===== src/rtl/huffman_block_sequencer.sv =====
// Huffman block sequencer: walks one 64-coefficient zig-zag block, forms the
// DC difference and (run,size) symbols, looks the code up in an external table
// and hands registered code/amplitude pairs to a downstream bit packer.
module huffman_block_sequencer (
  input  logic        clk_in,
  input  logic        rst_in,
  input  logic        start,
  input  logic        dc_clear,
  input  logic [11:0] coeff_in,
  input  logic        coeff_valid,
  output logic        coeff_ready,
  output logic [3:0]  lut_run,
  output logic [3:0]  lut_size,
  output logic        lut_is_dc,
  input  logic [15:0] lut_code,
  input  logic [4:0]  lut_len,
  output logic [15:0] out_code,
  output logic [4:0]  out_code_len,
  output logic [10:0] out_amp,
  output logic [3:0]  out_amp_len,
  output logic        out_valid,
  input  logic        out_ready,
  output logic        busy,
  output logic        done
);

  localparam logic [2:0] IDLE     = 3'd0;
  localparam logic [2:0] FETCH    = 3'd1;
  localparam logic [2:0] EMIT_ZRL = 3'd2;
  localparam logic [2:0] EMIT_SYM = 3'd3;
  localparam logic [2:0] EMIT_EOB = 3'd4;
  localparam logic [2:0] FINISH   = 3'd5;

  // Bit length of |v|; v is a 13-bit two's complement value.
  function automatic logic [3:0] size_of(input logic [12:0] v);
    logic [12:0] mag;
    logic [3:0]  s;
    mag = v[12] ? (~v + 13'd1) : v;
    s   = 4'd0;
    for (int i = 0; i < 13; i++) begin
      if (mag[i]) s = 4'(i + 1);
    end
    return s;
  endfunction

  // Amplitude bits: low s bits of v (v > 0) or of v - 1 (v < 0).
  function automatic logic [10:0] amp_of(input logic [12:0] v, input logic [3:0] s);
    logic [12:0] t;
    logic [12:0] mask;
    t    = v[12] ? (v - 13'd1) : v;
    mask = (13'd1 << s) - 13'd1;
    t    = t & mask;
    return t[10:0];
  endfunction

  logic [2:0]  state_r, state_n;
  logic [5:0]  idx_r;
  logic        last_r;
  logic [5:0]  run_r, run_n;
  logic [11:0] dc_pred_r;
  logic [12:0] value_r, value_s;
  logic [3:0]  size_s;
  logic [3:0]  amp_len_s;
  logic [10:0] amp_s;
  logic [5:0]  run_sub_s;
  logic        xfer_s, accept_s, load_s, coeff_zero_s;

  assign xfer_s       = coeff_ready && coeff_valid;
  assign accept_s     = out_valid && out_ready;
  assign coeff_zero_s = (coeff_in == 12'd0);
  assign run_sub_s    = run_r - 6'd16;
  assign size_s       = size_of(value_s);
  assign amp_s        = amp_of(value_s, amp_len_s);

  // Value being coded: DC difference or AC coefficient in FETCH, held value after a ZRL.
  always_comb begin
    value_s = value_r;
    if (state_r == FETCH) begin
      if (idx_r == 6'd0) begin
        value_s = {coeff_in[11], coeff_in} - {dc_pred_r[11], dc_pred_r};
      end else begin
        value_s = {coeff_in[11], coeff_in};
      end
    end else begin
      value_s = value_r;
    end
  end

  // Symbol that would be loaded on this edge, shown to the external table.
  always_comb begin
    lut_run   = 4'd0;
    lut_size  = 4'd0;
    lut_is_dc = 1'b0;
    amp_len_s = 4'd0;
    case (state_r)
      FETCH: begin
        if (idx_r == 6'd0) begin
          lut_is_dc = 1'b1;
          lut_size  = size_s;
          amp_len_s = size_s;
        end else if (coeff_zero_s) begin
          lut_run   = 4'd0;            // only consumed as EOB at index 63
        end else if (run_r >= 6'd16) begin
          lut_run   = 4'd15;           // ZRL
        end else begin
          lut_run   = run_r[3:0];
          lut_size  = size_s;
          amp_len_s = size_s;
        end
      end
      EMIT_ZRL: begin
        if (run_sub_s >= 6'd16) begin
          lut_run   = 4'd15;
        end else begin
          lut_run   = run_sub_s[3:0];
          lut_size  = size_s;
          amp_len_s = size_s;
        end
      end
      default: begin
        lut_run = 4'd0;
      end
    endcase
  end

  // Next-state, run bookkeeping and symbol-load decision.
  always_comb begin
    state_n = state_r;
    run_n   = run_r;
    load_s  = 1'b0;
    case (state_r)
      IDLE: begin
        if (start) begin
          state_n = FETCH;
          run_n   = 6'd0;
        end else begin
          state_n = IDLE;
        end
      end
      FETCH: begin
        if (!xfer_s) begin
          state_n = FETCH;
        end else if (idx_r == 6'd0) begin
          state_n = EMIT_SYM;
          run_n   = 6'd0;
          load_s  = 1'b1;
        end else if (coeff_zero_s) begin
          run_n = run_r + 6'd1;
          if (idx_r == 6'd63) begin
            state_n = EMIT_EOB;
            load_s  = 1'b1;
          end else begin
            state_n = FETCH;
          end
        end else if (run_r >= 6'd16) begin
          state_n = EMIT_ZRL;
          load_s  = 1'b1;
        end else begin
          state_n = EMIT_SYM;
          load_s  = 1'b1;
        end
      end
      EMIT_ZRL: begin
        if (accept_s) begin
          run_n   = run_sub_s;
          load_s  = 1'b1;
          state_n = (run_sub_s >= 6'd16) ? EMIT_ZRL : EMIT_SYM;
        end else begin
          state_n = EMIT_ZRL;
        end
      end
      EMIT_SYM: begin
        if (accept_s) begin
          run_n   = 6'd0;
          state_n = last_r ? FINISH : FETCH;
        end else begin
          state_n = EMIT_SYM;
        end
      end
      EMIT_EOB: begin
        if (accept_s) begin
          state_n = FINISH;
        end else begin
          state_n = EMIT_EOB;
        end
      end
      FINISH:  state_n = IDLE;
      default: state_n = IDLE;
    endcase
  end

  // Sequencer state: FSM, coefficient index, zero run, DC predictor, held value.
  always_ff @(posedge clk_in) begin
    if (rst_in) begin
      state_r   <= IDLE;
      idx_r     <= 6'd0;
      last_r    <= 1'b0;
      run_r     <= 6'd0;
      dc_pred_r <= 12'd0;
      value_r   <= 13'd0;
    end else begin
      state_r <= state_n;
      run_r   <= run_n;
      if (state_r == IDLE) begin
        if (dc_clear) dc_pred_r <= 12'd0;
        if (start) begin
          idx_r  <= 6'd0;
          last_r <= 1'b0;
        end
      end
      if (xfer_s) begin
        value_r <= value_s;
        if (idx_r == 6'd0) dc_pred_r <= coeff_in;
        if (idx_r == 6'd63) last_r <= 1'b1;
        else                idx_r  <= idx_r + 6'd1;
      end
    end
  end

  // Registered outputs: status flags from the next state, symbol fields on load.
  always_ff @(posedge clk_in) begin
    if (rst_in) begin
      coeff_ready  <= 1'b0;
      busy         <= 1'b0;
      done         <= 1'b0;
      out_valid    <= 1'b0;
      out_code     <= 16'd0;
      out_code_len <= 5'd0;
      out_amp      <= 11'd0;
      out_amp_len  <= 4'd0;
    end else begin
      coeff_ready <= (state_n == FETCH);
      busy        <= (state_n != IDLE);
      done        <= (state_n == FINISH);
      if (load_s) begin
        out_valid    <= 1'b1;
        out_code     <= lut_code;
        out_code_len <= lut_len;
        out_amp      <= amp_s;
        out_amp_len  <= amp_len_s;
      end else if (accept_s) begin
        out_valid <= 1'b0;
      end
    end
  end

endmodule


===== config.mk =====
export PLATFORM = sky130hd
export DESIGN_NAME = huffman_block_sequencer
export DESIGN_NICKNAME = d
export VERILOG_FILES = /design/src/rtl/huffman_block_sequencer.sv
export SDC_FILE = /design/constraint.sdc
export NUM_CORES = 1
export LEC_CHECK = 0
export BUFFER_PORTS_ARGS = -buffer_cell sky130_fd_sc_hd__buf_2
export CAP_MARGIN = 30
export CORE_MARGIN = 2
export CORE_UTILIZATION = 40
export DETAILED_ROUTE_END_ITERATION = 8
export PLACE_DENSITY = 0.63
export SLEW_MARGIN = 20
export SYNTH_ARGS = -nofsm -noshare
export SYNTH_HDL_FRONTEND = slang
export SYNTH_SLANG_ARGS = --single-unit

===== constraint.sdc =====
create_clock -name clk_in -period 14.28 [get_ports clk_in]
set_clock_uncertainty 0.2 [all_clocks]
set_input_delay 2.142 -clock clk_in [delete_from_list [all_inputs] [get_ports clk_in]]
set_output_delay 2.142 -clock clk_in [all_outputs]
set_load 0.005 [all_outputs]

---- Word-level counts from Yosys, hierarchy flattened ----
Index checks and enable logic that the tools add are counted.
storage, ports and cells
  bits in registers ....................... 81
  bits in latches ......................... 0
  bits in writable memories ............... 0
  bits in read-only memories .............. 0
  input bits .............................. 39
  memories ................................ 0
cells by class
  $add $sub $neg .......................... 7
  multipliers ............................. 0
  div/mod/pow operators ................... 0
  magnitude comparators ................... 2
  equality and inequality tests ........... 12
  shift operators ......................... 1
  mux-type cells .......................... 68
  bitwise operators ....................... 2
  reduce and logical (&&, ||, !) cells .... 9
operators by type and width
  operator                                              number
  2-to-1 mux 4 bit                                      20
  2-to-1 mux 6 bit                                      10
  2-to-1 mux 12 bit                                     4
  2-to-1 mux 13 bit                                     3
  case mux 6 bit (4 select lines)                       1
  subtractor 11 x 1 -> 11 bit (second input constant)   2
  2-to-1 mux 1 bit                                      19
  2-to-1 mux 3 bit                                      6
  case mux 4 bit (2 select lines)                       2
  case mux 3 bit (5 select lines)                       1
  adder 13 x 1 -> 13 bit (second input constant)        1
  inverter 13 bit                                       1
  subtractor 12 x 12 -> 13 bit                          1
  adder 6 x 1 -> 6 bit (second input constant)          2
  >= comparator 6 x 5 -> 1 bit (second input constant)  2
  zero test 12 bit                                      1
  bitwise AND 11 bit                                    1
  2-to-1 mux 11 bit                                     1
  left shift 1 x 4 -> 11 bit (first input constant)     1
  inequality test 2 bit (second input constant)         4
  == test 3 x 1 -> 1 bit (second input constant)        2
  == test 3 x 2 -> 1 bit (second input constant)        2
  == test 3 bit (second input constant)                 2
  == test 6 bit (second input constant)                 1
  10 further kinds                                      11

---- Longest topological paths before layout ----
Gate-level depths: netlist of run 1.
  word-level depth ........................ 26
  mapped depth ............................ 23

---- Worst setup path before layout of run 1 ----
OpenSTA, ideal clock, no wires.
  kind .................................... input-to-output
  from .................................... input port coeff_in[0]
  to ...................................... output port lut_size[0]
  arrival time ............................ 5600 ps
  data required time ...................... 11938 ps
  slack ................................... 6338 ps
  stages .................................. 15
  path buffers ............................ 2
  cells stage by stage .................... inv_1 -> ha_1 -> fa_1 -> o311a_1 -> buf_2 -> ha_1 -> clkbuf_1 -> and4_1 -> o221ai_1 -> or2_1 -> or3_1 -> o21ai_0 -> a22oi_1 -> o31ai_1 -> nor2_1
on the way
  word-level cells in the longest chain between the ends .. 23
ends and longest elaborated chain
  element                              line  text
  start: declaration                   9     input logic [11:0] coeff_in,
  subtractor 12 x 12 -> 13 bit         80    value_s = {coeff_in[11], coeff_in} - {dc_pred_r[11], dc_pred_r};
  2-to-1 mux 13 bit                    79    if (idx_r == 6'd0) begin
  2-to-1 mux 13 bit                    78    if (state_r == FETCH) begin
  inverter 13 bit                      38    mag = v[12] ? (~v + 13'd1) : v;
  adder 13 x 1 -> 13 bit               38
  2-to-1 mux 13 bit                    38
  2-to-1 mux 1 bit                     41    if (mag[i]) s = 4'(i + 1);
  2-to-1 mux 4 bit (12 in a row)       41
  2-to-1 mux 4 bit                     103   end else if (run_r >= 6'd16) begin
  2-to-1 mux 4 bit                     101   end else if (coeff_zero_s) begin
  2-to-1 mux 4 bit                     97    if (idx_r == 6'd0) begin
  case mux 4 bit (2 select lines) (*)  95    case (state_r)
  end: declaration                     13    output logic [3:0] lut_size,
Mark *: on every way between the ends. The rest lies on a longest branch, timed or not.

---- Worst setup path in the final report of run 1 ----
Ends and elaborated chain as after synthesis.

==> results of run 1 <==
[routing by layer]
layer | share of wire [%] | vias up
met5 | 0 | -
met4 | 1.6 | 0
met3 | 5.0 | 17
met2 | 48 | 149
met1 | 46 | 2673
li1 | - | 2821
[placed cells by master, fill, tap and decap left out, drive strengths merged, types with 9 or more instances in the layout]
cell      n
a211oi   11
a21o     12
a21oi    83
buf      92
clkbuf   10
dfxtp    81
ha       19
inv      31
nand2   123
nand2b    9
nand3    39
nor2     78
nor3     20
nor4     12
o211ai   10
o21ai    28
or2       9
xnor2    12
[through the flow]
stage               hold slack [ps]  instance area, sq um  setup slack (ps)
global placement                234                  5970              5500
finish                          240                  6240              5250
detailed placement              236                  5970              5350
global route                    254                  6240              4930
CTS                             243                  6240              5320
floorplan                       235                  5440              6340
[sequential cells by signal, summed over array words and instances (netlist names), 3 cells and up]
register	cells
state_r	3
out_amp	11
out_amp_len	4
out_code_len	5
idx_r	6
out_code	16
run_r	6
value_r	13
dc_pred_r	12
[area by class of cell]
type | instances | area (sq um) | share of cell area (%)
Clock buffer | 10 | 229 | 3.67
Clock inverter | 6 | 45.0 | 0.722
Inverter | 32 | 120 | 1.92
Multi-Input combinational cell | 596 | 3530 | 56.6
Sequential cell | 81 | 1620 | 26.0
Tap cell | 176 | 220 | 3.53
Timing Repair Buffer | 92 | 473 | 7.58
[power by group through the flow]
stage	combinational, W	sequential, W	clock [W]
after floorplan	0.000186	0.000246	0
after global placement	0.000245	0.000247	0
after detailed placement	0.000248	0.000247	0
after CTS	0.000249	0.000242	0.000223
after global routing	0.000279	0.000243	0.000231
final	0.000253	0.000242	0.000216
[cells by family after synthesis]
kind of cell               count (synthesis)  share of synthesized area [%]
AOI/OAI and AO/OA                        208                           25.0
xor gates and xnor gates                  16                           2.58
adders and majority gates                 20                           4.74
buffers and inverters                     73                           5.18
DFF                                       81                           29.8
muxes                                      9                           1.70
and+or+nand+nor                          343                           30.9
[worst register-to-register path, delay by kind of cell (launching register included)]
family	cells	cell delay [ps]
simple gates	10	2590
compound gates	5	1600
fa+ha+maj	2	650
buf+inv	2	260
flops	1	530
[worst paths after layout]
check	start	end	slack (ps)	cells after the start
worst min register to register	out_amp[9]	out_amp[9]	240	2
worst min-delay path	out_amp[9]	out_amp[9]	240	2
worst max-delay path	coeff_in[0]	lut_size[0]	5250	16
worst max register to register	state_r[0]	out_amp[4]	8310	19
==> impl_metrics.json, run 1 <==
{
  "post-cts-setup-buffers": 0,
  "drt_pre_antenna_iters": 7,
  "path_class": "primary input to primary output",
  "cpPeakStageDelay_ps": 750,
  "endpoint_kind": "primary output",
  "placementRows": 42,
  "gr-usage-met2_pct": 34.6,
  "synth.area.top_cells": "dfxtp_1, nand2_1, a21oi_1, nor2_1, ha_1",
  "yosysMostFrequentCell": "nand2_1",
  "yosysTopAreaCell": "dfxtp_1",
  "tightest_slew_ps": 897,
  "power.total_w": 0.000712,
  "synth_nets": 809,
  "clockRootBuffer": "clkbuf_16",
  "worstPathRequired_ps": 11940,
  "critPathMaxFanout": 21,
  "fin_setup_tns_ps": 0,
  "clk_pin_slew_ps": 60,
  "place_inst": 977,
  "cts_tree": "done",
  "ant_nets": 0,
  "dpl.hpwl_um": 11200,
  "die_width_um": 121,
  "antenna_found_initial": 0,
  "leakagePower_nw": 2.51,
  "min_period_ps": 9030,
  "die_area_sq_um": 14500,
  "worst_path_most_repeated_cell": "buf_2",
  "critical_path.startpoint_type": "primary input",
  "grt_pass1_wl_um": 24900,
  "gp_congestion": 0.923,
  "hold_viol": 0,
  "drtIter0Drc": 420,
  "wl_per_cell_um": 15.4,
  "period_share_pct": 63.2,
  "io_buffers": 87,
  "path_cells": "buf_2, inv_1, ha_1, fa_1, nand2b_1, a211oi_1, o21ai_0, nor4_1, or2_1, a21o_1, a32o_1, o221a_2, a21oi_1, o31ai_1, nor2_1, buf_2",
  "use_met1_pct": 27.3,
  "yosysWarnings": 0,
  "p_switching_w": 0.000270,
  "setup_viol": 0,
  "met3_usage_pct": 4.62,
  "slew_violations": 0,
  "powerDensity_nw_per_um2": 114,
  "ioPinCount": 88,
  "cts_made_buffers": 9,
  "gr-usage-all-layers_pct": 21.0,
  "maxCapViolCount": 0,
  "final_core_util_pct": 47.1,
  "layout-drive-gt1-share_pct": 16.4,
  "slowest_stage": "o31ai_1",
  "slew_headroom_pct": 40.0,
  "vias_per_cell": 5.70,
  "drc": 0,
  "synth_cells": 750,
  "top_usage_layer": "met2",
  "syn_to_final_growth_pct": 14.8,
  "gr-total-overflow": 0,
  "vias": 5660,
  "synthArstFlopShare_pct": 0,
  "final_cells": 993,
  "grt_max_degree": 82,
  "ir_worst_vdd_mv": 0.0679,
  "drt-total-wl_um": 15300,
  "pwr-share-seq_pct": 34.0,
  "cts_hold_buf": 0,
  "power_frac_comb_pct": 35.6,
  "swShare_pct": 38.0,
  "cts.sinks": 81,
  "fillers": 1365,
  "yosys.area.top_type_share_pct": 29.8,
  "max-clock-path-buffers": 2,
  "die_y_um": 121,
  "p_int_w": 0.000442,
  "cp.buffers_inverters": 3,
  "p_clk_share_pct": 30.4,
  "synth-edff-count": 0,
  "synth.ff_latch_count": 81,
  "avgSynthCellArea_sq_um": 7.25,
  "cts_resized": 0,
  "ys_seq_area_share_pct": 29.8,
  "status": "complete, no violations",
  "clock.fmax_mhz": 111,
  "start_util_pct": 41.1,
  "crit_family": "compound AO/OA/AOI/OAI gates",
  "htreeDepth": 3,
  "antenna-diode-count": 0,
  "clk_latency_ps": 350,
  "grt_pass1_vias": 5109,
  "core_area_sq_um": 13200,
  "hold_class": "flop to flop",
  "num-nets-final": 871,
  "synth_commonest_cells": "nand2_1, a21oi_1, dfxtp_1",
  "synth_area_sq_um": 5440,
  "synth_ff_type": "dfxtp_1",
  "rsz0062_at_grt": "false",
  "ys_types": 81,
  "crit_arrival_ps": 6690
}
Power figures use the tool's default switching activity.
==> inputs of run 2 (changes only) <==
clock period = 9.3 ns   (was 14.28 ns; I/O delays follow)
==> run 2 against run 1 <==
Flip-flop and latch count unchanged. Worst setup slack lost 3500 ps. Cell area increased by 0.30%. Critical path depth is the same. Routed wire length increased by 0.90%.
==> impl_metrics.json, run 2 (same netlist as run 1, synthesis figures left out) <==
{
  "ant_nets": 0,
  "gr-total-overflow": 0,
  "dpl.hpwl_um": 11200,
  "gr-usage-all-layers_pct": 21.3,
  "cts_made_buffers": 9,
  "critPathMaxFanout": 21,
  "cts_resized": 0,
  "clockRootBuffer": "clkbuf_16",
  "status": "complete, no violations",
  "setup_viol": 0,
  "path_cells": "buf_2, inv_1, ha_1, fa_1, nand2b_1, a211oi_1, o21ai_0, nor4_1, or2_1, a21o_1, a32o_1, o221a_2, a21oi_1, o31ai_1, nor2_1, buf_2",
  "post-place-ws_ps": 1890,
  "largest_reg_flops": 16,
  "vias": 5700,
  "clk_pin_slew_ps": 60,
  "max-clock-path-buffers": 2,
  "post-cts-setup-buffers": 0,
  "die_y_um": 121,
  "powerDensity_nw_per_um2": 177,
  "drtIter0Drc": 311,
  "syn_to_final_growth_pct": 15.2,
  "worstPathRequired_ps": 7710,
  "mostFrequentLayoutCell": "nand2_1",
  "hold_viol": 0,
  "fin_setup_tns_ps": 0,
  "cts.sinks": 81,
  "gp_congestion": 0.923,
  "vias_per_cell": 5.74,
  "layout-drive-gt1-share_pct": 16.5,
  "cpPeakStageDelay_ps": 780,
  "reg_top3": "out_code: 16 flops, value_r: 13 flops, dc_pred_r: 12 flops",
  "worst_path_most_repeated_cell": "buf_2",
  "grt_pass1_wl_um": 25300,
  "cts_tree": "done",
  "min_period_ps": 7570,
  "slew_violations": 0,
  "die_area_sq_um": 14500,
  "leakagePower_nw": 2.52,
  "die_width_um": 121,
  "tightest_slew_ps": 906,
  "endpoint_kind": "primary output",
  "power.total_w": 0.00111,
  "drt_pre_antenna_iters": 5,
  "core_area_sq_um": 13200,
  "min_from": "out_amp[9]",
  "rsz0062_at_grt": "false",
  "antenna_found_initial": 0,
  "io_buffers": 87,
  "wl_per_cell_um": 15.5,
  "r2r-start": "state_r[0]",
  "ioPinCount": 88,
  "grt_pass1_vias": 5164,
  "crit_arrival_ps": 5980,
  "clock.fmax_mhz": 132,
  "maxCapViolCount": 0,
  "slowest_stage": "o31ai_1",
  "ir_worst_vdd_mv": 0.119,
  "antenna-diode-count": 0,
  "htreeDepth": 3,
  "drt-total-wl_um": 15400,
  "cts_hold_buf": 0,
  "start_util_pct": 41.1,
  "final_cell_mix": "nand2_1, buf_2, a21oi_1",
  "clk_latency_ps": 350,
  "hold_class": "flop to flop",
  "grt_max_degree": 82,
  "slew_headroom_pct": 39.1,
  "fin_ws_ps": 1730,
  "cp-startpoint": "coeff_in[0]",
  "hold-worst-slack_ps": 243,
  "top_register": "out_code",
  "num-nets-final": 871,
  "drc": 0,
  "placementRows": 42,
  "critical_path.startpoint_type": "primary input",
  "period_share_pct": 81.4,
  "path_class": "primary input to primary output"
}
## run 2: final cells by class
class                      instances  area, sq um
clock inverter                     5         40.0
inverter                          32          120
multi-input combinational        596         3530
sequential                        81         1620
timing repair buffer              92          473
clock buffer                      11          253
fill                            1343         6980
tap                              176          220
## run 2: final timing paths
check	endpoint	slack, ps	cells past startpoint
hold / removal	out_amp[9]	240	2
hold reg to reg	out_amp[9]	240	2
setup reg to reg	out_amp[2]	3250	18
setup / recovery	lut_size[0]	1730	16
## run 2: power by group
part	leakage, nW	internal, W	switching [W]	total, W
Combinational	1.73	0.000135	0.000254	0.000389
Clock	0.134	0.000196	0.000150	0.000346
Sequential	0.657	0.000363	0.00000963	0.000372
## run 2: per-stage QoR
| stage | util, % | std cells | instance area [sq um] |
|---|---|---|---|
| after floorplan | - | 750 | 5440 |
| after global placement | 45.1 | 977 | 5970 |
| after detailed placement | 45.1 | 977 | 5970 |
| after CTS | 47.3 | 993 | 6260 |
| after global routing | 47.3 | 993 | 6260 |
| final | 47.3 | 993 | 6260 |
## run 2: routing by layer
metal / part of all wire, % / vias to the layer above / GRT usage [%]
li1: - / 2823 / -
met1: 46 / 2689 / 28.0
met2: 48 / 159 / 35.0
met3: 4.6 / 29 / 3.30
met4: 2.3 / 0 / 8.14
met5: 0 / - / 0
## run 2: worst max-delay path: cells and delay by family
kind / cells / cell delay, ps
buffers and inverters: 3 / 340
AND/OR/NAND/NOR: 4 / 1690
AO/OA/AOI/OAI: 7 / 1950
adder cells (fa/ha/maj): 2 / 610
==> inputs of run 3 (changes only) <==
ABC_AREA = 1   (was not set)
clock period = 7.67 ns   (was 9.3 ns; I/O delays follow)
==> run 3 against run 2 <==
Worst hold slack better by 20 ps. Critical path depth grew 10. Cell area is 0.80% lower. Largest cell class unchanged. Highest routed layer unchanged.
==> impl_metrics.json, run 3 <==
{
  "layout-drive-gt1-share_pct": 21.2,
  "worst_path_most_repeated_cell": "nand2_1",
  "synthArstFlopShare_pct": 0,
  "clk_pin_slew_ps": 60,
  "swShare_pct": 49.6,
  "cp.buffers_inverters": 5,
  "synth_commonest_cells": "nand2_1, inv_1, nor2_1",
  "p_switching_w": 0.00128,
  "slowest_stage": "fa_1",
  "antenna-diode-count": 0,
  "clock.fmax_mhz": 180,
  "rrSetupSlack_ps": 3190,
  "post-cts-setup-buffers": 0,
  "gr-usage-all-layers_pct": 19.2,
  "rsz0062_at_grt": "false",
  "cts_resized": 0,
  "mostFrequentLayoutCell": "nand2_1",
  "min_period_ps": 5550,
  "synth_area_sq_um": 5340,
  "ir_worst_vdd_mv": 0.187,
  "top_register": "out_code",
  "p_int_w": 0.00130,
  "synth_nets": 864,
  "ant_nets": 0,
  "cpPeakStageDelay_ps": 390,
  "p_clk_share_pct": 18.6,
  "regArea_sq_um": 1620,
  "status": "complete, no violations",
  "rr_worst_depth": 33,
  "antenna_found_initial": 0,
  "drc": 0,
  "setup_viol": 0,
  "r2r_end": "out_amp[10]",
  "hold_class": "flop to flop",
  "fillers": 1377,
  "worstPathRequired_ps": 6320,
  "drtIter0Drc": 283,
  "clockRootBuffer": "clkbuf_16",
  "yosys.area.top_type_share_pct": 30.4,
  "critPathMaxFanout": 19,
  "dpl.hpwl_um": 10200,
  "path_class": "primary input to primary output",
  "clk_latency_ps": 340,
  "placementRows": 42,
  "grt_pass1_wl_um": 22700,
  "crit_family": "simple AND/OR/NAND/NOR gates",
  "num-nets-final": 940,
  "ys_seq_area_share_pct": 30.4,
  "cts_tree": "done",
  "htreeDepth": 3,
  "ioPinCount": 88,
  "largest_reg_flops": 16,
  "final_cell_mix": "nand2_1, inv_1, nor2_1",
  "min_from": "out_amp[5]",
  "drt_pre_antenna_iters": 4,
  "synth-edff-count": 0,
  "synth.area.top_cells": "dfxtp_1, nand2_1, inv_1, nor2_1, a21oi_1",
  "hold_viol": 0,
  "gp_congestion": 0.906,
  "vias_per_cell": 4.90,
  "cts_hold_buf": 0,
  "ys_types": 51,
  "wl_per_cell_um": 12.8,
  "fin_setup_tns_ps": 0,
  "core_area_sq_um": 13100,
  "leakagePower_nw": 3.01,
  "yosysWarnings": 0,
  "hold_end": "out_amp[5]",
  "r2r-start": "idx_r[0]",
  "maxCapViolCount": 0,
  "die_area_sq_um": 14300,
  "period_share_pct": 72.4,
  "multi_input_area_sq_um": 3100,
  "avgSynthCellArea_sq_um": 6.63,
  "die_width_um": 120,
  "gr-total-overflow": 0,
  "die_y_um": 120,
  "slew_violations": 0,
  "vias": 5206,
  "reg_top3": "out_code: 16 flops, value_r: 13 flops, dc_pred_r: 12 flops",
  "final_core_util_pct": 47.3,
  "powerDensity_nw_per_um2": 416,
  "cts.sinks": 81,
  "power_frac_comb_pct": 60.8,
  "cts_made_buffers": 9,
  "syn_to_final_growth_pct": 16.4,
  "grt_pass1_vias": 4842,
  "yosysMostFrequentCell": "nand2_1",
  "start_util_pct": 40.6,
  "io_buffers": 87,
  "hold-worst-slack_ps": 263,
  "yosysTopAreaCell": "dfxtp_1",
  "synth_cells": 805,
  "pwr-share-seq_pct": 20.6,
  "drt-total-wl_um": 13600,
  "endpoint_kind": "primary output",
  "tightest_slew_ps": 793,
  "max-clock-path-buffers": 2,
  "crit_arrival_ps": 4200,
  "critical_path.startpoint_type": "primary input",
  "synth_ff_type": "dfxtp_1",
  "slew_headroom_pct": 47.1,
  "hold_depth": 2,
  "grt_max_degree": 41,
  "synth.ff_latch_count": 81
}
run 3: cell types whose count changed after synthesis, sizes merged, moves of 14 or more:
cell    previous run  this run
clkbuf            31        16
nand3             39        64
nor2              78       109
nor3              20         6
inv               31       124
a21oi             83        66
nand2            123       174
o21ai             28        71
run 3: power groups by stage:
stage / clock (W) / combinational [W] / sequential, W
floorplan: 0 / 0.00125 / 0.000540
global placement: 0 / 0.00156 / 0.000542
detailed placement: 0 / 0.00156 / 0.000542
CTS: 0.000489 / 0.00157 / 0.000533
global route: 0.000510 / 0.00179 / 0.000542
finish: 0.000482 / 0.00157 / 0.000533
run 3: per-layer routing:
metal / part of all wire (%) / GRT usage [%] / vias to the layer above / wire length [um]
met5: 0 / 0 / - / 0
met2: 48 / 33.0 / 84 / 6510
li1: - / - / 2767 / -
met4: 1.1 / 5.29 / 0 / 144
met3: 3.2 / 2.42 / 14 / 431
met1: 48 / 25.3 / 2341 / 6510
run 3: stage by stage:
stage	setup WS (ps)	cell area [sq um]	std cells	power, W
CTS	2120	6210	1062	0.00260
global placement	2210	5880	1046	0.00211
floorplan	2930	5340	805	0.00179
finish	2120	6210	1062	0.00259
detailed placement	2130	5880	1046	0.00211
global route	1750	6210	1062	0.00284
run 3: worst max path at each step:
stage / cells after the start / startpoint / end
floorplan: 22 / coeff_in[0] / lut_size[2]
global placement: 26 / coeff_in[0] / lut_size[0]
detailed placement: 26 / coeff_in[0] / lut_size[0]
CTS: 26 / coeff_in[0] / lut_size[0]
global route: 26 / coeff_in[0] / lut_size[0]
finish: 26 / coeff_in[0] / lut_size[0]
run 3: layout make-up:
cell class,instances,area share [%]
clock buffers,9,3.63
inverters,126,7.70
repair buffers,91,7.49
multi-input cells,572,49.9
clock inverters,7,1.67
well taps,176,3.55
flip-flops and latches,81,26.1
run 3: cell families after synthesis:
group                    count (synthesis)  synth area share (%)
XOR/XNOR                                12                  2.11
AO/OA/AOI/OAI                          170                  18.1
adder cells (fa/ha/maj)                 20                  4.83
AND/OR/NAND/NOR                        370                  32.9
buffers and inverters                  152                  11.6
flip-flops                              81                  30.4
run 3: worst min-delay path: cells and delay by family (launching register included):
family	cells	cell delay (ps)
simple gates	1	60
compound gates	1	50
flops	1	310
